$ cat config.mk
export PLATFORM = sky130hd
export DESIGN_NAME = fifo_uart_tx
export DESIGN_NICKNAME = d
export VERILOG_FILES = /design/src/rtl/fifo_uart_tx_pkg.sv /design/src/rtl/fifo_uart_tx_baud_tick_gen.sv /design/src/rtl/fifo_uart_tx.sv
export SDC_FILE = /design/constraint.sdc
export NUM_CORES = 1
export LEC_CHECK = 0
export BUFFER_PORTS_ARGS = -buffer_cell sky130_fd_sc_hd__buf_4
export CORE_ASPECT_RATIO = 0.9
export CORE_MARGIN = 4
export CORE_UTILIZATION = 40
export DETAILED_ROUTE_END_ITERATION = 8
export SLEW_MARGIN = 20
export SYNTH_ARGS = -nofsm -noshare
export SYNTH_HDL_FRONTEND = slang
export SYNTH_HIERARCHICAL = 1
export SYNTH_SLANG_ARGS = --single-unit
export TNS_END_PERCENT = 30
$ cat constraint.sdc
create_clock -name clk -period 3.5 [get_ports clk]
set_clock_uncertainty 0.05 [all_clocks]
set_input_delay 0.35 -clock clk [delete_from_list [all_inputs] [get_ports clk]]
set_output_delay 0.35 -clock clk [all_outputs]
set_load 0.03 [all_outputs]
$ cat src/rtl/fifo_uart_tx_pkg.sv
//==============================================================================
// fifo_uart_pkg : shared types and helpers for the FIFO-to-UART drain stage.
// Rev 1.0
//==============================================================================
`default_nettype none

package fifo_uart_pkg;

   typedef enum logic [2:0] {
      IDLE   = 3'd0,
      FETCH  = 3'd1,
      LATCH  = 3'd2,
      START  = 3'd3,
      DATA   = 3'd4,
      PARITY = 3'd5,
      STOP   = 3'd6
   } state_t;

`ifdef FIFO_UART_TX_PARITY_EN
   localparam int FRAME_BITS = 11;
`else
   localparam int FRAME_BITS = 10;
`endif

   function automatic int baud_div(input int clk_freq, input int baud);
      return clk_freq / baud;
   endfunction

endpackage

`default_nettype wire

$ cat src/rtl/fifo_uart_tx_baud_tick_gen.sv
//==============================================================================
// baud_tick_gen : bit-period counter, one-cycle tick at count BAUD_DIV-1.
// Rev 1.0
//==============================================================================
`default_nettype none

module baud_tick_gen #(
   parameter int BAUD_DIV = 434
) (
   input  logic clk,
   input  logic rst,
   input  logic i_clr,
   output logic o_tick
);

   localparam int c_CW = (BAUD_DIV > 2) ? $clog2(BAUD_DIV) : 1;

   logic [c_CW-1:0] r_cnt;
   logic            w_last;

   assign w_last = (r_cnt == c_CW'(BAUD_DIV - 1));
   assign o_tick = w_last;

   always_ff @(posedge clk) begin
      if (rst || i_clr || w_last) begin
         r_cnt <= '0;
      end else begin
         r_cnt <= r_cnt + c_CW'(1);
      end
   end

endmodule

`default_nettype wire

$ cat src/rtl/fifo_uart_tx.sv
//==============================================================================
// fifo_uart_tx : pops bytes from a FIFO and sends them as UART 8N1, LSB first.
// Optional even parity bit when FIFO_UART_TX_PARITY_EN is defined. Rev 1.0
//==============================================================================
`default_nettype none

module fifo_uart_tx
   import fifo_uart_pkg::*;
#(
   parameter int DW       = 8,
   parameter int CLK_FREQ = 50_000_000,
   parameter int BAUD     = 115200
) (
   input  logic          clk,
   input  logic          rst,
   input  logic          fifo_empty,
   input  logic          fifo_rd_busy,
   input  logic [DW-1:0] fifo_dout,
   output logic          fifo_rd_en,
   output logic          tx,
   output logic          busy,
   output logic [15:0]   byte_cnt
);

   localparam int c_BAUD_DIV = baud_div(CLK_FREQ, BAUD);

   if (DW != 8) begin : g_dw_check
      $error("fifo_uart_tx: DW must be 8");
   end
   if (c_BAUD_DIV < 2) begin : g_baud_check
      $error("fifo_uart_tx: CLK_FREQ/BAUD must be at least 2");
   end

   state_t          r_state;
   logic [DW-1:0]   r_shift;
   logic [2:0]      r_bit_idx;
   logic            r_tx;
   logic            r_rd_en;
   logic [15:0]     r_byte_cnt;
   logic            w_tick;
   logic            w_clr;
`ifdef FIFO_UART_TX_PARITY_EN
   logic            r_par;
`endif

   // Bit timing restarts on the edge that enters START.
   assign w_clr = (r_state == LATCH);

   baud_tick_gen #(
      .BAUD_DIV (c_BAUD_DIV)
   ) u_baud (
      .clk    (clk),
      .rst    (rst),
      .i_clr  (w_clr),
      .o_tick (w_tick)
   );

   always_ff @(posedge clk) begin
      if (rst) begin
         r_state    <= IDLE;
         r_shift    <= '0;
         r_bit_idx  <= 3'd0;
         r_tx       <= 1'b1;
         r_rd_en    <= 1'b0;
         r_byte_cnt <= 16'd0;
`ifdef FIFO_UART_TX_PARITY_EN
         r_par      <= 1'b0;
`endif
      end else begin
         r_rd_en <= 1'b0;
         case (r_state)
            IDLE: begin
               r_tx <= 1'b1;
               if (!fifo_empty && !fifo_rd_busy) begin
                  r_state <= FETCH;
                  r_rd_en <= 1'b1;
               end
            end
            FETCH: begin
               r_state <= LATCH;
            end
            LATCH: begin
               r_shift   <= fifo_dout;
               r_bit_idx <= 3'd0;
               r_tx      <= 1'b0;
               r_state   <= START;
`ifdef FIFO_UART_TX_PARITY_EN
               r_par     <= ^fifo_dout;
`endif
            end
            START: begin
               if (w_tick) begin
                  r_tx    <= r_shift[0];
                  r_shift <= {1'b0, r_shift[DW-1:1]};
                  r_state <= DATA;
               end
            end
            DATA: begin
               if (w_tick) begin
                  if (r_bit_idx == 3'd7) begin
`ifdef FIFO_UART_TX_PARITY_EN
                     r_tx    <= r_par;
                     r_state <= PARITY;
`else
                     r_tx    <= 1'b1;
                     r_state <= STOP;
`endif
                  end else begin
                     r_tx      <= r_shift[0];
                     r_shift   <= {1'b0, r_shift[DW-1:1]};
                     r_bit_idx <= r_bit_idx + 3'd1;
                  end
               end
            end
`ifdef FIFO_UART_TX_PARITY_EN
            PARITY: begin
               if (w_tick) begin
                  r_tx    <= 1'b1;
                  r_state <= STOP;
               end
            end
`endif
            STOP: begin
               if (w_tick) begin
                  r_byte_cnt <= r_byte_cnt + 16'd1;
                  r_state    <= IDLE;
               end
            end
            default: begin
               r_tx    <= 1'b1;
               r_state <= IDLE;
            end
         endcase
      end
   end

   assign fifo_rd_en = r_rd_en;
   assign tx         = r_tx;
   assign busy       = (r_state != IDLE);
   assign byte_cnt   = r_byte_cnt;

endmodule

`default_nettype wire
# Yosys cells after proc, flatten, opt, wreduce, memory -nomap -nowiden

Cells that the tools add are included.
Widths: inputs -> output; s select.

$add $sub $neg: 3
Equality and inequality tests: 13
Multiplexer cells: 18
Bitwise logic cells: 2
Reductions and logical operators: 16

Operators with widths:

| cell                  | count |
|---|---|
| $mux 8                | 3 |
| $pmux 8 s3            | 1 |
| $mux 3                | 7 |
| $pmux 3 s6            | 1 |
| $add 16x1->16 const B | 1 |
| $add 9x1->9 const B   | 1 |
| $eq 3x3->1 const B    | 3 |
| $eq 9x9->1 const B    | 1 |
| $eq 3x2->1 const B    | 2 |
| $ne 2x1->1 const B    | 3 |
| $ne 2x2->1 const B    | 3 |
| $pmux 3 s2            | 1 |
| $reduce_and 3->1      | 2 |
| $reduce_bool 3->1     | 2 |
| $reduce_and 5->1      | 1 |
| $mux 1                | 4 |
| $pmux 1 s4            | 1 |
| $reduce_and 4->1      | 1 |
| $reduce_or 2->1       | 2 |
| $add 3x1->3 const B   | 1 |
| $eq 3x1->1 const B    | 1 |
| $logic_not 3->1       | 1 |
| $logic_not 1->1       | 2 |
| $logic_or 1x1->1      | 2 |
| other kinds (4)       | 5 |

Register bits: 41
Output and inout bits: 19

# Longest topological paths before layout

Word-level depth: 4
Gate-level depth with buffers: 10

# Hierarchy

The synthesis kept the hierarchy.

By module, submodules not included:

| module        | times used | cells an instance | area each (um^2) | sequential area each (um^2) |
|---|---|---|---|---|
| fifo_uart_tx  | 1          | 177               | 1570.3           | 640.6 |
| baud_tick_gen | 1          | 46                | 414.1            | 180.2 |

# Worst setup path after synthesis

Ideal clock, no wire load.

Path type: register to register
Start: reg u_baud.r_cnt[2]
End: reg r_byte_cnt[15], in the netlist byte_cnt[15]
Library setup time: 71 ps
Arrival time: 2293 ps
Data required time: 3379 ps
Path slack: 1087 ps
Stages on the path, launching flop included: 8
Path buffers: 1
Clock period less this slack: 2413 ps
Path through: dfxtp_1 -> or3_1 -> nor3_1 -> buf_4 -> nand4b_4 -> or4_4 -> or3_1 -> a21oi_1

Word-level cells in the longest chain between the ends: 2

RTL lines:

| what                       | RTL line                         | source |
|---|---|---|
| start, declared            | fifo_uart_tx_baud_tick_gen.sv:18 | `logic [c_CW-1:0] r_cnt;` |
| start signal, assigned     | fifo_uart_tx_baud_tick_gen.sv:28 | `r_cnt <= r_cnt + c_CW'(1);` |
| $eq 9x9->1                 | fifo_uart_tx_baud_tick_gen.sv:21 | `assign w_last = (r_cnt == c_CW'(BAUD_DIV - 1));` |
| named net w_tick           | fifo_uart_tx.sv:40               | `logic w_tick;` |
| $reduce_and 2->1 (no line) | -                                |  |
| end signal, assigned       | fifo_uart_tx.sv:125              | `r_byte_cnt <= r_byte_cnt + 16'd1;` |
| end, declared              | fifo_uart_tx.sv:39               | `logic [15:0] r_byte_cnt;` |

The timed path passes the listed nets, and every way through them passes these cells.
A chain may end at the register's enable or synchronous reset.

# Worst setup path in the final report

Start: reg u_baud.r_cnt[2]
End: reg r_shift[7]

Word-level cells in the longest chain between the ends: 3
Elaborated cells on any way between the ends: 4
Those cells by class: eq/ne: 3; reduce/logical: 1

RTL lines:

| what                           | RTL line                         | source |
|---|---|---|
| $eq 9x9->1 (*)                 | fifo_uart_tx_baud_tick_gen.sv:21 |  |
| named net w_tick               | fifo_uart_tx.sv:40               |  |
| $ne 2x1->1 (no line)           | -                                |  |
| $reduce_and 4->1 (no line) (*) | -                                |  |
| end signal, assigned           | fifo_uart_tx.sv:83               | `r_shift <= fifo_dout;` |
| end signal, assigned           | fifo_uart_tx.sv:94               | `r_shift <= {1'b0, r_shift[DW-1:1]};` |
| end signal, assigned           | fifo_uart_tx.sv:110              | `r_shift <= {1'b0, r_shift[DW-1:1]};` |
| end, declared                  | fifo_uart_tx.sv:35               | `logic [DW-1:0] r_shift;` |

Mark *: on every way through the listed nets, which the timed path passes. The rest lies on a longest branch.

==> qor.yml <==
status: "finished clean"
r2r-start: "u_baud/r_cnt[2]"
first_pass_iters: 4
cts_resized: 0
r2r_slack_ns: 0.87
syn-cell-area_um2: 1980
dieWidth_um: 82.2
routed_wl_mm: 3.95
drcViolationCount: 0
post-route-util: 0.485
ios: 31
reg2reg_depth: 7
fmax_mhz: 381
htreeDepth: 2
coreArea_um2: 4830
synth-edff-count: 0
drive_above_1_share: 0.190
grt.total_usage: 0.136
vias_per_cell: 5.19
grt_start_max_net_pins: 36
numClockSinks: 41
grt_pass1_wl_mm: 6.47
synth_fp_nets: 240
syn2layout_area_growth_pct: 18.2
dpl_worst_slack_ns: 0.892
yosys_register_bits: 41
crit_path_max_fanout: 15
synth_mux_area_frac: 0.0511
clockRootBuffer: "clkbuf_8"
antenna_cells: 0
critical_path_arrival_ns: 2.75
hp-class: "in -> reg"
setup_ws_ns: 0.872
fin_tns_setup_ns: 0
leakagePower_uw: 0.000890
syn-mean-instance-area_um2: 8.90
async_flop_share: 0
dp_hpwl_mm: 2.81
grt_overflow: 0
crit_type: "reg -> reg"
post_drt_wl_per_cell_um: 12.4
final_cells: 317
max_cap_viol_count: 0
die_area_um2: 6150
die_y_um: 74.8
seq_area_frac_synth: 0.414
synthAdderAreaFrac: 0.0366
hold_viol: 0
clk_path_buf_depth: 2
drtAntennaViolNets: 0
portBuffers: 30
period_needed_ns: 2.63
synthFlopType: "dfxtp_1"
gp_congestion: 0.784
startpoint_type: "register"
grt_pass1_vias: 1441
worstSetupStartpoint: "u_baud/r_cnt[2]"
slew_headroom: 0.620
synth-xor-area-share: 0.0574
hold_depth: 2
postCtsSetupRepairBufs: 0
worst_ep_required_time_ns: 3.62
placedCellCount: 310
drv_slew: 0
yosys.area_share.simple: 0.255
cp-end-kind: "register"
yosys_warnings: 6
final_nets: 269
cts_inserted_buffers: 5
tritoncts: "done"
antenna_found_initial: 0
irDropWorstVdd_mv: 0.293
fp-row-count: 24
synth.distinct_cells: 43
power_density_nw_per_um2: 376
synth_top_family_by_area: "simple AND/OR/NAND/NOR gates"
reg2reg_to: "r_shift[7]"
dr.first_iter.drc_count: 72
start_util: 0.410
fill_cells: 475
synth_compound_area_frac: 0.153
syn_inst: 223
endpoint: "r_shift[7]"
vias: 1646
cts.reportedPaths.clkPinSlew_ns: 0.08
clk_latency_ns: 0.29
tightest_slew_ns: 0.570
fin_crit_sh: 0.751
postCtsHoldBufs: 0
setup_viol: 0
rsz0062_at_grt: "false"
-- cells in the mapped netlist, drive strengths merged (6+ instances only) --
cell type  count  area, um^2
a211oi         8        60.1
a21oi         11        55.1
dfxtp         41         821
inv            6        22.5
mux2i          9        90.1
nand2         14        52.6
nand3          8        45.0
nand4          7        43.8
nor2          28         105
nor4           6        37.5
o21ai         13        65.1
or3            9        56.3
xnor2          9        78.8
-- per-layer routing --
metal | GRT usage | part of all wire | up-vias
met2 | 0.194 | 0.39 | 36
met4 | 0.0387 | 0.011 | 0
li1 | - | - | 862
met1 | 0.197 | 0.53 | 743
met3 | 0.0431 | 0.059 | 5
met5 | 0 | 0 | -
-- report_power, final --
part           internal (uW)  leakage (uW)  switching, uW
clock                    156     0.0000433            158
sequential               479      0.000332           14.4
combinational           34.2      0.000514           38.7
total                    670      0.000890            211
-- per-stage QoR --
stage	hold slack, ns	cell area [um^2]	power, uW
global placement	0.405	2250	578
floorplan	0.378	1980	555
global route	0.166	2340	922
finish	0.176	2340	881
detailed placement	0.417	2250	579
CTS	0.166	2340	897
-- cell families (layout without fill, tap and decap cells) --
logic type	Yosys count	after routing
AND/OR/NAND/NOR	94	94
AO/OA/AOI/OAI	44	44
flip-flops	41	41
buffers and inverters	15	44
XOR/XNOR	13	13
multiplexers	10	10
adder cells (fa/ha/maj)	6	6
-- cells in the final DEF (no fill, tap or decap), types with 2 or more instances in the layout --
| cell type | n |
|---|---|
| a211oi_1 | 8 |
| a21oi_1 | 11 |
| a22oi_1 | 2 |
| and3_1 | 2 |
| buf_4 | 31 |
| clkbuf_8 | 6 |
| dfxtp_1 | 41 |
| ha_1 | 5 |
| inv_1 | 6 |
| mux2i_1 | 9 |
| nand2_1 | 14 |
| nand2b_1 | 4 |
| nand3_1 | 7 |
| nand3b_1 | 4 |
| nand4_1 | 7 |
| nor2_1 | 28 |
| nor3_1 | 5 |
| nor4_1 | 6 |
| o21ai_0 | 13 |
| or3_1 | 9 |
| xnor2_1 | 9 |
| xor2_1 | 4 |
-- sequential cells by signal, summed over array words and instances, names as in the netlist --
| signal | count |
|---|---|
| byte_cnt | 16 |
| u_baud/r_cnt | 9 |
| r_shift | 8 |
| r_bit_idx | 3 |
| r_state | 3 |
| fifo_rd_en | 1 |
| tx | 1 |
-- worst min path at each step --
stage / endpoint / slack (ns) / startpoint
2_1_floorplan: u_baud/r_cnt[8] / 0.38 / rst
3_3_place_gp: u_baud/r_cnt[0] / 0.40 / u_baud/r_cnt[0]
3_5_place_dp: u_baud/r_cnt[0] / 0.42 / u_baud/r_cnt[0]
4_1_cts: fifo_rd_en / 0.17 / fifo_empty
5_1_grt: fifo_rd_en / 0.17 / fifo_empty
6_report: fifo_rd_en / 0.18 / fifo_empty
-- critical path, cell delays in order, from the launching register on --
cell      delay (ns)
dfxtp_1         0.36
or3_1           0.44
nor3_1          0.16
buf_4           0.20
or3b_2          0.52
o22ai_2         0.50
o2bb2a_1        0.24
nor2_1          0.04
-- layout make-up --
type / instances / area, um^2 / area share
well taps: 65 / 81.3 / 0.0347
clock inverters: 1 / 7.51 / 0.00320
inverters: 6 / 22.5 / 0.00961
repair buffers: 31 / 233 / 0.0993
clock buffers: 6 / 82.6 / 0.0352
flip-flops and latches: 41 / 821 / 0.350
multi-input cells: 167 / 1100 / 0.468
(Power assumes the default switching activity.)
